**config.mk**
```make
export PLATFORM = sky130hd
export DESIGN_NAME = exe_mem_skid_flat
export DESIGN_NICKNAME = d
export VERILOG_FILES = /design/src/rtl/pipe_pkg.sv /design/src/rtl/exe_mem_skid_if.sv /design/src/rtl/pipe_slot.sv /design/src/rtl/exe_mem_skid.sv /design/src/flat_wrapper.sv
export SDC_FILE = /design/constraint.sdc
export NUM_CORES = 1
export LEC_CHECK = 0
export BUFFER_PORTS_ARGS = -buffer_cell sky130_fd_sc_hd__buf_2
export CORE_AREA = 2 2 124 126
export DETAILED_ROUTE_END_ITERATION = 8
export DIE_AREA = 0 0 126 128
export PLACE_DENSITY = 0.76
export SYNTH_ARGS = -nofsm -noshare
export SYNTH_HDL_FRONTEND = slang
export SYNTH_HIERARCHICAL = 1
export SYNTH_SLANG_ARGS = --single-unit
```
**constraint.sdc**
```tcl
create_clock -name clk -period 2.14 [get_ports clk]
set_clock_uncertainty 0.05 [all_clocks]
set_input_delay 0.107 -clock clk [delete_from_list [all_inputs] [get_ports clk]]
set_output_delay 0.107 -clock clk [all_outputs]
set_load 0.02 [all_outputs]
```
**src/rtl/pipe_pkg.sv**
```systemverilog
// ---------------------------------------------------------------------------
// pipe_pkg
// Shared constants for the EXE->MEM skid stage.
//   - Default datapath / register-number / stall-counter widths.
//   - FSM state encoding (2 bits): EMPTY, FULL, SKID.
//   - bundle_w(): width of one packed bundle, laid out MSB->LSB as
//     {wreg, m2reg, wmem, rn[RW], alu[DW], qb[DW]}.
// ---------------------------------------------------------------------------
package pipe_pkg;

  localparam int DW_DEF    = 32;
  localparam int RW_DEF    = 5;
  localparam int CNT_W_DEF = 16;

  typedef logic [1:0] state_t;

  localparam state_t EMPTY = 2'd0;  // nothing buffered
  localparam state_t FULL  = 2'd1;  // output slot holds a bundle
  localparam state_t SKID  = 2'd2;  // output slot and skid slot both hold a bundle

  // Three control bits, the destination register, ALU result and store data.
  function automatic int bundle_w(input int dw, input int rw);
    return 3 + rw + 2 * dw;
  endfunction

endpackage

```
**src/rtl/exe_mem_skid_if.sv**
```systemverilog
// ---------------------------------------------------------------------------
// exe_mem_skid_if
// One valid/ready bundle channel between two pipeline stages.
//   valid  producer -> consumer   bundle present
//   ready  consumer -> producer   bundle accepted this cycle
//   wreg   register-write enable
//   m2reg  select memory data for write-back
//   wmem   data-memory write enable
//   rn     destination register
//   alu    ALU result / memory address
//   qb     store data
// Modports: master = producer side, slave = consumer side.
// ---------------------------------------------------------------------------
interface exe_mem_skid_if #(
  parameter int DW = 32,
  parameter int RW = 5
);
  logic          valid;
  logic          ready;
  logic          wreg;
  logic          m2reg;
  logic          wmem;
  logic [RW-1:0] rn;
  logic [DW-1:0] alu;
  logic [DW-1:0] qb;

  modport master (output valid, wreg, m2reg, wmem, rn, alu, qb, input  ready);
  modport slave  (input  valid, wreg, m2reg, wmem, rn, alu, qb, output ready);
endinterface

```
**src/rtl/pipe_slot.sv**
```systemverilog
// ---------------------------------------------------------------------------
// pipe_slot
// Enable-load register holding one packed bundle.
//   clk  in   clock
//   rst  in   asynchronous active-high reset (clears the slot)
//   ld   in   load d on the next rising edge
//   d    in   W  bundle to store
//   q    out  W  stored bundle
// ---------------------------------------------------------------------------
module pipe_slot #(
  parameter int W = 8
) (
  input  logic         clk,
  input  logic         rst,
  input  logic         ld,
  input  logic [W-1:0] d,
  output logic [W-1:0] q
);

  // NOTE: data registers are reset too, so every output is defined
  // immediately after reset rather than only the valid bit.
  // NOTE: sequential state uses non-blocking assignment so all flops
  // update together at the edge, independent of block evaluation order.
  always_ff @(posedge clk or posedge rst) begin
    if (rst)     q <= '0;
    else if (ld) q <= d;
  end

endmodule

```
**src/rtl/exe_mem_skid.sv**
```systemverilog
// ---------------------------------------------------------------------------
// exe_mem_skid
// EXE->MEM pipeline register built as a 2-entry skid buffer. e.ready is a
// flop, so a stalling data memory never creates a combinational path from
// m.ready back into EXE.
//   clk        in   clock
//   rst        in   asynchronous active-high reset
//   e          slave  modport: bundle from EXE (valid/ready + fields)
//   m          master modport: bundle to MEM  (valid/ready + fields)
//   flush      in   drop every buffered bundle and any same-cycle accept
//   stall_cnt  out  CNT_W  cycles with m.valid & !m.ready, saturating
// ---------------------------------------------------------------------------
module exe_mem_skid
  import pipe_pkg::*;
#(
  parameter int DW    = DW_DEF,
  parameter int RW    = RW_DEF,
  parameter int CNT_W = CNT_W_DEF
) (
  input  logic             clk,
  input  logic             rst,
  exe_mem_skid_if.slave    e,
  exe_mem_skid_if.master   m,
  input  logic             flush,
  output logic [CNT_W-1:0] stall_cnt
);

  localparam int BW = bundle_w(DW, RW);

  state_t        state;
  logic          e_ready_q;
  logic          m_valid_q;
  logic          accept;
  logic          consume;
  logic          out_ld;
  logic          skid_ld;
  logic [BW-1:0] e_bundle;
  logic [BW-1:0] out_d;
  logic [BW-1:0] out_q;
  logic [BW-1:0] skid_q;

  logic          o_wreg;
  logic          o_m2reg;
  logic          o_wmem;
  logic [RW-1:0] o_rn;
  logic [DW-1:0] o_alu;
  logic [DW-1:0] o_qb;

  assign accept   = e.valid & e_ready_q;
  assign consume  = m_valid_q & m.ready;
  assign e_bundle = {e.wreg, e.m2reg, e.wmem, e.rn, e.alu, e.qb};

  // Slot load steering. Flush suppresses every load so a bundle arriving
  // alongside it can never reach the outputs.
  // NOTE: every signal gets a default before the case, so no path leaves
  // it unassigned and no latch is inferred.
  always_comb begin
    out_ld  = 1'b0;
    skid_ld = 1'b0;
    out_d   = e_bundle;
    if (!flush) begin
      case (state)
        EMPTY: out_ld = accept;
        FULL: begin
          out_ld  = accept & consume;
          skid_ld = accept & ~consume;
        end
        SKID: begin
          out_ld = consume;
          out_d  = skid_q;
        end
        default: ;
      endcase
    end
  end

  pipe_slot #(.W(BW)) u_out_slot (
    .clk (clk),
    .rst (rst),
    .ld  (out_ld),
    .d   (out_d),
    .q   (out_q)
  );

  pipe_slot #(.W(BW)) u_skid_slot (
    .clk (clk),
    .rst (rst),
    .ld  (skid_ld),
    .d   (e_bundle),
    .q   (skid_q)
  );

  // Control FSM with registered e_ready / m_valid.
  always_ff @(posedge clk or posedge rst) begin
    if (rst) begin
      state     <= EMPTY;
      e_ready_q <= 1'b1;
      m_valid_q <= 1'b0;
    end else if (flush) begin
      state     <= EMPTY;
      e_ready_q <= 1'b1;
      m_valid_q <= 1'b0;
    end else begin
      case (state)
        EMPTY: begin
          if (accept) begin
            state     <= FULL;
            m_valid_q <= 1'b1;
          end
        end
        FULL: begin
          if (accept && !consume) begin
            state     <= SKID;
            e_ready_q <= 1'b0;
          end else if (!accept && consume) begin
            state     <= EMPTY;
            m_valid_q <= 1'b0;
          end
        end
        SKID: begin
          if (consume) begin
            state     <= FULL;
            e_ready_q <= 1'b1;
          end
        end
        default: begin
          state     <= EMPTY;
          e_ready_q <= 1'b1;
          m_valid_q <= 1'b0;
        end
      endcase
    end
  end

  // Saturating stall counter; only reset clears it.
  always_ff @(posedge clk or posedge rst) begin
    if (rst)
      stall_cnt <= '0;
    else if (m_valid_q && !m.ready && (stall_cnt != {CNT_W{1'b1}}))
      stall_cnt <= stall_cnt + 1'b1;
  end

  assign {o_wreg, o_m2reg, o_wmem, o_rn, o_alu, o_qb} = out_q;

  assign e.ready = e_ready_q;
  assign m.valid = m_valid_q;
  // Write enables are gated so a flushed or empty slot can never write.
  assign m.wreg  = o_wreg & m_valid_q;
  assign m.wmem  = o_wmem & m_valid_q;
  assign m.m2reg = o_m2reg;
  assign m.rn    = o_rn;
  assign m.alu   = o_alu;
  assign m.qb    = o_qb;

endmodule

```
**src/flat_wrapper.sv**
```systemverilog
// flat-port wrapper written by rule: the top's interface ports become plain ports
module exe_mem_skid_flat import pipe_pkg::*;
#(
  parameter int DW    = DW_DEF,
  parameter int RW    = RW_DEF,
  parameter int CNT_W = CNT_W_DEF
)
  (clk, rst, flush, stall_cnt, e_valid, e_wreg, e_m2reg, e_wmem, e_rn, e_alu, e_qb, e_ready, m_valid, m_wreg, m_m2reg, m_wmem, m_rn, m_alu, m_qb, m_ready);
  exe_mem_skid_if #(.DW(DW), .RW(RW)) e_i ();
  exe_mem_skid_if #(.DW(DW), .RW(RW)) m_i ();
  input  logic clk;
  input  logic rst;
  input  logic flush;
  output logic [CNT_W-1:0] stall_cnt;
  input wire logic [$bits(e_i.valid)-1:0] e_valid;
  input wire logic [$bits(e_i.wreg)-1:0] e_wreg;
  input wire logic [$bits(e_i.m2reg)-1:0] e_m2reg;
  input wire logic [$bits(e_i.wmem)-1:0] e_wmem;
  input wire logic [$bits(e_i.rn)-1:0] e_rn;
  input wire logic [$bits(e_i.alu)-1:0] e_alu;
  input wire logic [$bits(e_i.qb)-1:0] e_qb;
  output wire logic [$bits(e_i.ready)-1:0] e_ready;
  output wire logic [$bits(m_i.valid)-1:0] m_valid;
  output wire logic [$bits(m_i.wreg)-1:0] m_wreg;
  output wire logic [$bits(m_i.m2reg)-1:0] m_m2reg;
  output wire logic [$bits(m_i.wmem)-1:0] m_wmem;
  output wire logic [$bits(m_i.rn)-1:0] m_rn;
  output wire logic [$bits(m_i.alu)-1:0] m_alu;
  output wire logic [$bits(m_i.qb)-1:0] m_qb;
  input wire logic [$bits(m_i.ready)-1:0] m_ready;
  assign e_i.valid = e_valid;
  assign e_i.wreg = e_wreg;
  assign e_i.m2reg = e_m2reg;
  assign e_i.wmem = e_wmem;
  assign e_i.rn = e_rn;
  assign e_i.alu = e_alu;
  assign e_i.qb = e_qb;
  assign e_ready = e_i.ready;
  assign m_valid = m_i.valid;
  assign m_wreg = m_i.wreg;
  assign m_m2reg = m_i.m2reg;
  assign m_wmem = m_i.wmem;
  assign m_rn = m_i.rn;
  assign m_alu = m_i.alu;
  assign m_qb = m_i.qb;
  assign m_i.ready = m_ready;
  exe_mem_skid #(.DW(DW), .RW(RW), .CNT_W(CNT_W)) u_core (.clk(clk), .rst(rst), .e(e_i), .m(m_i), .flush(flush), .stall_cnt(stall_cnt));
endmodule
```
### Yosys cells after proc, flatten, opt, wreduce, memory -nomap -nowiden

Cells that the tools add are included.

| word-level totals | value |
|---|---|
| register bits | 164 |
| output and inout bits | 90 |

| cells by class | value |
|---|---|
| add/subtract/negate cells | 1 |
| eq/ne operators | 11 |
| multiplexer cells | 21 |
| bitwise logic cells | 7 |
| reductions and logical operators | 11 |

Operators with widths:

| operator | count |
|---|---|
| 72-bit two-way mux | 2 |
| 16-bit by 1-bit adder with 16-bit output (second input constant) | 1 |
| 16-bit != test (second input constant) | 1 |
| 3-bit by 2-bit != test with 1-bit output (second input constant) | 4 |
| 1-bit two-way mux | 10 |
| 2-bit two-way mux | 5 |
| 1-bit case mux with 3 select lines | 3 |
| 1-bit AND | 6 |
| 2-bit case mux with 3 select lines | 1 |
| 3-bit AND reduction | 2 |
| 1-bit logical AND | 4 |
| 2-bit != test (second input constant) | 2 |
| 4-bit by 2-bit != test with 1-bit output (second input constant) | 1 |
| 4-bit AND reduction | 1 |
| 1-bit zero test | 3 |
| 3-bit != test (second input constant) | 1 |
| 2-bit by 1-bit equality test with 1-bit output (second input constant) | 1 |
| 2-bit equality test (second input constant) | 1 |
| 2-bit zero test | 1 |
| 1-bit inverter | 1 |

### Depth between registers and ports, before layout

Gate-level depths: netlist of the first run.

| depth | value |
|---|---|
| word-level depth | 7 |
| mapped depth | 8 |

### By module

Netlist of the first run, hierarchy kept.

Modules (own cells, without submodules):

| module | instances | cells each | area an instance (sq um) | seq. area each (sq um) |
|---|---|---|---|---|
| pipe_slot | 2 | 153 | 3030.4 | 1801.7 |
| exe_mem_skid | 1 | 190 | 1958.1 | 501.7 |

### Least setup slack after synthesis of the first run

OpenSTA, ideal clock, no wires.

| path | value |
|---|---|
| path type | flip-flop to flip-flop |
| start point | register u_core.m_valid_q (netlist: u_core/m.valid) |
| end point | register u_core.u_out_slot.q[0] |
| arrival | 1834 ps |
| data required time | 1965 ps |
| slack | 130 ps |
| stages on the path, launching flop included | 9 |
| clock period less this slack | 2010 ps |
| path through | dfrtp_1 clkbuf_1 nand3_1 a21oi_1 a31oi_1 nor2_1 buf_6 buf_12 mux2_4 |

| on the way | value |
|---|---|
| longest elaborated chain between the ends | 4 |

Ends and longest elaborated chain:

| what | line | text |
|---|---|---|
| from (decl) | exe_mem_skid.sv:32 | `logic m_valid_q;` |
| from (signal assigned) | exe_mem_skid.sv:98 | `m_valid_q <= 1'b0;` |
| from (signal assigned) | exe_mem_skid.sv:102 | `m_valid_q <= 1'b0;` |
| from (signal assigned) | exe_mem_skid.sv:108 | `m_valid_q <= 1'b1;` |
| 1-bit AND * | exe_mem_skid.sv:50 | `assign consume = m_valid_q & m.ready;` |
| 1-bit AND | exe_mem_skid.sv:65 | `out_ld = accept & consume;` |
| 1-bit case mux with 3 select lines * | exe_mem_skid.sv:62 | `case (state)` |
| 1-bit two-way mux * | exe_mem_skid.sv:61 | `if (!flush) begin` |
| via u_core.out_ld | exe_mem_skid.sv:35 | `logic out_ld;` |
| to (signal assigned) | pipe_slot.sv:25 | `if (rst) q <= '0;` |
| to (signal assigned) | pipe_slot.sv:26 | `else if (ld) q <= d;` |
| to (decl) | pipe_slot.sv:17 | `output logic [W-1:0] q` |

The timed path passes the listed nets; every way through them passes the cells marked *.
A chain may end at the register's enable or synchronous reset.

### Final worst setup path of the first run

| path | value |
|---|---|
| start point | register u_core.e_ready_q (netlist: u_core/e.ready) |
| end point | register u_core.u_out_slot.q[52] |

| on the way | value |
|---|---|
| longest elaborated chain between the ends | 4 |

Ends and longest elaborated chain:

| what | line | text |
|---|---|---|
| from (decl) | exe_mem_skid.sv:31 | `logic e_ready_q;` |
| from (signal assigned) | exe_mem_skid.sv:97 | `e_ready_q <= 1'b1;` |
| from (signal assigned) | exe_mem_skid.sv:101 | `e_ready_q <= 1'b1;` |
| from (signal assigned) | exe_mem_skid.sv:114 | `e_ready_q <= 1'b0;` |
| 1-bit AND * | exe_mem_skid.sv:49 | `assign accept = e.valid & e_ready_q;` |
| 1-bit AND | exe_mem_skid.sv:65 |  |
| 1-bit case mux with 3 select lines * | exe_mem_skid.sv:62 |  |
| 1-bit two-way mux * | exe_mem_skid.sv:61 |  |
| via u_core.out_ld | exe_mem_skid.sv:35 |  |

Marked as above.

==> impl_metrics.sql, run 1 <==
INSERT INTO impl_metrics (metric_group, metric, value, unit) VALUES
('run_status', 'run_status', 'finished, final reports clean', ''),
('cts', 'clock-root-buffer', 'sky130_fd_sc_hd__clkbuf_16', ''),
('floorplan', 'placeableCoreArea', '14900', 'sq um'),
('floorplan', 'std_cell_rows', '45', ''),
('power', 'power.clock.fraction', '28.3', '%'),
('placed_design', 'place_worst_setup_slack', '0.0312', 'ns'),
('layout', 'layout.cells.non_filler', '947', ''),
('sta', 'fin_setup_tns', '0', 'ns'),
('power', 'p_sw_share', '29.2', '%'),
('routing', 'route.detailed.wl_per_inst', '19.3', 'um'),
('synthesis', 'synthesis.nets', '574', ''),
('cts', 'max-clock-path-buffers', '2', ''),
('power', 'share_seq_of_total_power', '40.9', '%'),
('synthesis', 'count_of_flip_flops_with_a_built_in_enable_after_synthesis', '0', ''),
('placed_design', 'post-place-cells', '838', ''),
('layout', 'layout.nets', '824', ''),
('worst_setup_path', 'rr_endpoint', 'u_core/u_out_slot/q[52]', ''),
('synthesis', 'netlist_top_cells_area', 'sky130_fd_sc_hd__dfrtp_1 (51%), sky130_fd_sc_hd__mux2_4 (26%), sky130_fd_sc_hd__mux2_2 (9.5%)', ''),
('sta', 'timing_hold_violations_final', '0', ''),
('cts', 'h_tree_depth_reported_by_cts', '4', ''),
('sta', 'timing_worst_slew_pin_value', '0.753', 'ns'),
('synthesis', 'netlist.area_leader.share', '50.9', '%'),
('synthesis', 'synth-seq-area-share', '51.2', '%'),
('layout', 'antenna-diode-count', '0', ''),
('power', 'power.net_switching', '3.58', 'mW'),
('min_path', 'hold_path.class', 'input pin to async pin', ''),
('routing', 'overall_routed_net_length', '18300', 'um'),
('sta', 'setup_viol_count_final', '0', ''),
('worst_setup_path', 'worst_r2r_path_depth', '6', ''),
('sta', 'final_period_minus_worst_setup_slack', '2.08', 'ns'),
('placed_design', 'dp.final_hpwl', '11000', 'um'),
('placed_design', 'buffer_ports.inserted', '166', ''),
('worst_setup_path', 'worst-endpoint-required', '2.38', 'ns'),
('grt', 'grt_antenna_before_repair', '0', ''),
('sta', 'max_clock_freq', '0.482', 'GHz'),
('synthesis', 'yosysWarningCount', '6', ''),
('grt', 'first_pass_grt_wire_length', '29300', 'um'),
('synthesis', 'netlist_area', '8020', 'sq um'),
('cts', 'tritoncts_clock_tree', 'done', ''),
('synthesis', 'synth-seq-cells', '164', ''),
('grt', 'global_route.overflow_total', '0', ''),
('placed_design', 'last_weighted_congestion_value_of_the_routability_driven_placer', '0.908', ''),
('synthesis', 'ys_dominant_reg_cell', 'sky130_fd_sc_hd__dfrtp_1', ''),
('synthesis', 'synth_area_leader_cell', 'sky130_fd_sc_hd__dfrtp_1', ''),
('worst_setup_path', 'cp_data_arrival_time', '2.31', 'ns'),
('worst_setup_path', 'category_of_the_critical_setup_timing_path', 'flop to flop', ''),
('grt', 'grt_start_max_net_pins', '73', ''),
('synthesis', 'async_set_or_reset_register_ratio_after_synthesis', '100', '%'),
('flow_run', 'max_cap_violations', '0', ''),
('routing', 'drc', '0', ''),
('grt', 'first_global_vias', '5664', ''),
('routing', 'firstDrtPassIters', '5', ''),
('synthesis', 'yosysMostFrequentCell', 'sky130_fd_sc_hd__dfrtp_1', ''),
('floorplan', 'io-pin-count', '167', ''),
('worst_setup_path', 'element_type_at_the_critical_path_end', 'flop', ''),
('routing', 'vias_per_cell', '5.38', ''),
('worst_setup_path', 'critical_path.startpoint_type', 'flop', ''),
('worst_setup_path', 'critPathMaxFanout', '28', ''),
('worst_setup_path', 'setup_slack_of_the_most_critical_reg_to_reg_path', '0.06', 'ns'),
('cts', 'tritoncts_num_sinks', '164', ''),
('sta', 'post-route-period-util', '97.0', '%'),
('floorplan', 'floorplan.initialDensity', '53.9', '%'),
('power', 'power_report.internal_total', '8.66', 'mW'),
('power', 'peakVddDrop', '0.000942', 'V'),
('floorplan', 'fp.dieW', '126', 'um'),
('layout', 'layout-drive-gt1-share', '57.4', '%'),
('layout', 'area_grow_syn2layout', '30.2', '%'),
('power', 'power.static_leakage', '4.92', 'nW'),
('sta', 'timing.final.max_slew_violations', '0', ''),
('sta', 'worst_slew_margin_rel', '49.7', '%'),
('synthesis', 'post_synth_inst_count', '496', '');
[placed cells by master, fill, tap and decap left out, drive strengths merged, types with 3 or more instances in the layout]
master and instances:
mux2 218, buf 180, dfrtp 163, dlygate4sd3 76, clkbuf 20, nand2 10, a21oi 8, nor2 7
inv 7, bufinv 6, nand3 6, xnor2 6, nand4 6, nor3 6, clkinv 6, xor2 5
mux2i 3, and2 3
[metal layers]
layer / global-route usage, % / wire length, um
met2: 38.5 / 9220
met3: 6.05 / 857
met5: 0 / 0
met4: 6.72 / 232
met1: 29.2 / 7990
[flip-flops by register name, indices dropped and copies added (netlist names)]
signal / count
u_core/e.ready: 1
u_core/m.valid: 1
u_core/stall_cnt: 16
u_core/state: 2
u_core/u_out_slot/q: 72
u_core/u_skid_slot/q: 72
[cells by family (layout without fill, tap and decap cells)]
logic type,Yosys count,after routing,share of synthesized area (%)
xor gates and xnor gates,11,11,1.20
and+or+nand+nor,51,51,3.87
DFF,164,164,51.2
buffers and inverters,33,296,4.68
AOI/OAI and AO/OA,15,15,1.31
muxes,221,221,37.6
adders and majority gates,1,1,0.156
[worst max-delay path: stages, from the launching register on]
cell	delay, ns
sky130_fd_sc_hd__dfstp_2	0.56
sky130_fd_sc_hd__nand3b_1	0.13
sky130_fd_sc_hd__a21oi_1	0.23
sky130_fd_sc_hd__a31oi_1	0.10
sky130_fd_sc_hd__nor2_4	0.24
sky130_fd_sc_hd__buf_12	0.29
sky130_fd_sc_hd__mux2_4	0.33
[stage by stage]
| stage | cell area (sq um) | util (%) | power, mW |
|---|---|---|---|
| floorplan | 8020 | - | 7.57 |
| global placement | 8970 | 60.4 | 8.43 |
| detailed placement | 8970 | 60.4 | 8.61 |
| CTS | 10400 | 70.1 | 12.2 |
| global route | 10400 | 70.3 | 12.8 |
| finish | 10400 | 70.3 | 12.2 |
[power by group through the flow]
stage | registers [mW] | clock network [mW] | logic [mW]
after floorplan | 5.45 | 0 | 2.12
after global placement | 4.91 | 0 | 3.52
after detailed placement | 5.00 | 0 | 3.61
after CTS | 4.98 | 3.52 | 3.75
after global routing | 5.14 | 3.66 | 3.98
final | 5.00 | 3.46 | 3.78
[final cells by class]
class | count | area (sq um) | share of cell area, %
sequential | 164 | 4110 | 39.3
multi-input combinational | 299 | 3560 | 34.1
timing repair buffer | 257 | 1830 | 17.6
clock buffer | 19 | 453 | 4.34
tap | 188 | 235 | 2.25
clock inverter | 13 | 229 | 2.19
inverter | 7 | 26.3 | 0.252
[worst max path at each step]
stage | from | endpoint | slack (ns) | cells past startpoint
2_1_floorplan | u_core/m.valid | u_core/u_out_slot/q[0] | 0.13 | 8
3_3_place_gp | u_core/e.ready | u_core/u_out_slot/q[31] | 0.15 | 6
3_5_place_dp | u_core/e.ready | u_core/u_out_slot/q[32] | 0.03 | 6
4_1_cts | u_core/e.ready | u_core/u_out_slot/q[31] | 0.03 | 6
5_1_grt | u_core/e.ready | u_core/u_out_slot/q[52] | 0.03 | 6
6_report | u_core/e.ready | u_core/u_out_slot/q[52] | 0.06 | 6
[timing repair]
action                                  CTS  global route
resized for setup                         0             1
buffers inserted                          0             0
hold buffers                             76             0
hold endpoints to repair                246             0
endpoints found under the setup margin    0            15
(Power assumes the default switching activity.)
==> run 2: changes to the inputs <==
- PLACE_DENSITY: 0.76 -> not set
- PLACE_DENSITY_LB_ADDON: not set -> 0.08
==> run 2 against run 1 <==
Sequential share of layout area is 0.28 points lower. Critical path depth is 1 higher. Setup slack better by 0.045 ns. Global-route usage is 0.43 points lower.
==> impl_metrics.sql, run 2 (synthesis results as in run 1) <==
INSERT INTO impl_metrics (metric_group, metric, value, unit) VALUES
('run_status', 'run_status', 'finished, final reports clean', ''),
('routing', 'ant_nets', '0', ''),
('sta', 'max_clock_freq', '0.492', 'GHz'),
('routing', 'dr_total_vias', '4961', ''),
('power', 'p_sw_share', '29.3', '%'),
('cts', 'path_clk_slew', '0.06', 'ns'),
('placed_design', 'post-place-cells', '849', ''),
('layout', 'top_regs', 'u_core/u_out_slot/q: 72 flops, u_core/u_skid_slot/q: 72 flops, u_core/stall_cnt: 16 flops', ''),
('layout', 'fill_cells', '1032', ''),
('layout', 'layout_utilization', '70.8', '%'),
('floorplan', 'die_h', '128', 'um'),
('power', 'share_seq_of_total_power', '41.2', '%'),
('layout', 'mostFrequentLayoutCells', 'sky130_fd_sc_hd__buf_2 (166), sky130_fd_sc_hd__dfrtp_1 (163), sky130_fd_sc_hd__mux2_4 (141)', ''),
('cts', 'postCtsSetupRepairBufs', '0', ''),
('power', 'power_report.internal_total', '8.55', 'mW'),
('worst_setup_path', 'timing.critical_path.to', 'u_core/u_out_slot/q[60]', ''),
('power', 'power.static_leakage', '4.96', 'nW'),
('power', 'comb_pwr_share', '31.3', '%'),
('worst_setup_path', 'critical_path.cell_chain', 'nand2_1 > nor2_1 > a31oi_1 > nor2_4 > buf_12 > buf_12 > mux2_4', ''),
('layout', 'layout.cells.non_filler', '957', ''),
('cts', 'total_clock_buffers_created_by_cts', '17', ''),
('worst_setup_path', 'worst-endpoint-required', '2.39', 'ns'),
('sta', 'timing_worst_slew_pin_value', '0.742', 'ns'),
('power', 'power.net_switching', '3.54', 'mW'),
('layout', 'finish.instance_area', '10500', 'sq um'),
('flow_run', 'max_cap_violations', '0', ''),
('sta', 'post-route-period-util', '94.9', '%'),
('worst_setup_path', 'critical-path-top-delay-family', 'flip-flops', ''),
('cts', 'clock-root-buffer', 'sky130_fd_sc_hd__clkbuf_16', ''),
('sta', 'final_period_minus_worst_setup_slack', '2.03', 'ns'),
('worst_setup_path', 'cp_data_arrival_time', '2.29', 'ns'),
('floorplan', 'io-pin-count', '167', ''),
('worst_setup_path', 'worst_r2r_path_depth', '7', ''),
('cts', 'clk-insertion-delay-late', '0.43', 'ns'),
('layout', 'mostFrequentLayoutCell', 'sky130_fd_sc_hd__buf_2', ''),
('placed_design', 'place_worst_setup_slack', '0.130', 'ns'),
('cts', 'tritoncts_num_sinks', '164', ''),
('grt', 'grt_antenna_before_repair', '0', ''),
('sta', 'timing.final.max_slew_violations', '0', ''),
('worst_setup_path', 'critPathMaxFanout', '19', ''),
('cts', 'tritoncts_clock_tree', 'done', ''),
('layout', 'layout.nets', '834', ''),
('placed_design', 'buffer_ports.inserted', '166', ''),
('worst_setup_path', 'critical_path.slowest_cell', 'sky130_fd_sc_hd__dfstp_2', ''),
('floorplan', 'design.die.area', '16100', 'sq um'),
('sta', 'hold_slack', '0.116', 'ns'),
('sta', 'rsz0062_at_grt', 'no', ''),
('cts', 'max-clock-path-buffers', '2', ''),
('power', 'power.clock.fraction', '27.5', '%'),
('worst_setup_path', 'setup_slack_of_the_most_critical_reg_to_reg_path', '0.11', 'ns'),
('routing', 'drc', '0', ''),
('worst_setup_path', 'critPathMaxStageDelay', '0.56', 'ns'),
('floorplan', 'floorplan.initialDensity', '53.9', '%'),
('grt', 'first_global_vias', '5497', ''),
('grt', 'first_pass_grt_wire_length', '28500', 'um'),
('floorplan', 'placeableCoreArea', '14900', 'sq um'),
('cts', 'h_tree_depth_reported_by_cts', '4', ''),
('placed_design', 'last_weighted_congestion_value_of_the_routability_driven_placer', '0.893', ''),
('worst_setup_path', 'critical_path.startpoint_type', 'flop', ''),
('worst_setup_path', 'worstPathBufferInverterCount', '2', ''),
('placed_design', 'placedInstanceArea', '9110', 'sq um'),
('layout', 'layout-drive-gt1-share', '57.7', '%'),
('layout', 'area_grow_syn2layout', '31.2', '%'),
('floorplan', 'std_cell_rows', '45', ''),
('worst_setup_path', 'category_of_the_critical_setup_timing_path', 'flop to flop', ''),
('worst_setup_path', 'element_type_at_the_critical_path_end', 'flop', ''),
('grt', 'global_route.overflow_total', '0', ''),
('grt', 'grt_start_max_net_pins', '45', ''),
('placed_design', 'dp.final_hpwl', '11100', 'um'),
('sta', 'fin_setup_tns', '0', 'ns'),
('sta', 'worst_slew_margin_rel', '50.5', '%'),
('routing', 'vias_per_cell', '5.18', ''),
('routing', 'firstDrtPassIters', '7', ''),
('min_path', 'hold_path.class', 'input pin to flop', ''),
('sta', 'fin_ws', '0.109', 'ns'),
('worst_setup_path', 'critical-path-top-cell-by-count', 'sky130_fd_sc_hd__buf_12', ''),
('floorplan', 'fp.dieW', '126', 'um'),
('power', 'power_per_cell_area', '1150', 'nW/um^2'),
('worst_setup_path', 'critical_path.startpoint', 'u_core/e.ready', ''),
('layout', 'antenna-diode-count', '0', ''),
('power', 'power', '12.1', 'mW'),
('sta', 'setup_viol_count_final', '0', ''),
('grt', 'grt_usage', '22.4', '%'),
('worst_setup_path', 'timing.rr.start', 'u_core/e.ready', ''),
('worst_setup_path', 'rr_endpoint', 'u_core/u_out_slot/q[60]', ''),
('sta', 'timing_hold_violations_final', '0', ''),
('worst_setup_path', 'path_depth', '7', ''),
('cts', 'cts-hold-fix-buffers', '76', ''),
('routing', 'drt_first_iter_violations', '298', ''),
('cts', 'cts-resized-gates', '0', ''),
('routing', 'route.detailed.wl_per_inst', '18.2', 'um'),
('power', 'peakVddDrop', '0.000736', 'V'),
('routing', 'overall_routed_net_length', '17400', 'um');
-- run 2: changes by cell type in the layout (fill, tap and decap cells not counted), sizes merged --
cell and change:
clkinvlp +1, inv -2, clkinv +2, bufinv -1, buf +11, clkbuf -1
-- run 2: layer usage --
layer | global-route usage (%) | vias up | part of all wire, %
met5 | 0 | - | 0
met3 | 5.88 | 19 | 4.8
li1 | - | 2288 | -
met2 | 35.9 | 125 | 49
met1 | 30.1 | 2529 | 45
met4 | 7.30 | 0 | 1.5
-- run 2: area by class of cell --
cell class / count / area [sq um] / area share, %
Sequential cell: 164 / 4110 / 39.0
Multi-Input combinational cell: 299 / 3560 / 33.8
Timing Repair Buffer: 267 / 1940 / 18.5
Clock buffer: 19 / 443 / 4.21
Tap cell: 188 / 235 / 2.24
Clock inverter: 13 / 206 / 1.96
Inverter: 7 / 28.8 / 0.274
-- run 2: how the worst min path moves through the flow --
stage / end / slack [ns] / cells past startpoint / from
final: u_core/m.valid / 0.12 / 4 / m_ready
after global placement: u_core/u_out_slot/q[33] / 0.12 / 2 / rst
after detailed placement: u_core/u_out_slot/q[33] / 0.12 / 2 / rst
after floorplan: u_core/m.valid / 0.02 / 1 / rst
after CTS: u_core/m.valid / 0.08 / 4 / m_ready
after global routing: u_core/m.valid / 0.13 / 4 / m_ready
-- run 2: power groups by stage --
stage	Clock, mW	Combinational (mW)	Sequential, mW
4_1_cts	3.39	3.79	4.97
3_3_place_gp	0	3.59	4.93
5_1_grt	3.55	4.00	5.12
2_1_floorplan	0	2.12	5.45
6_report	3.33	3.78	4.98
3_5_place_dp	0	3.66	4.97
-- run 2: worst reg2reg max path, stage by stage (launching register included) --
cell                      delay [ns]
sky130_fd_sc_hd__dfstp_2        0.56
sky130_fd_sc_hd__nand2_1        0.10
sky130_fd_sc_hd__nor2_1         0.20
sky130_fd_sc_hd__a31oi_1        0.16
sky130_fd_sc_hd__nor2_4         0.12
sky130_fd_sc_hd__buf_12         0.21
sky130_fd_sc_hd__buf_12         0.20
sky130_fd_sc_hd__mux2_4         0.31
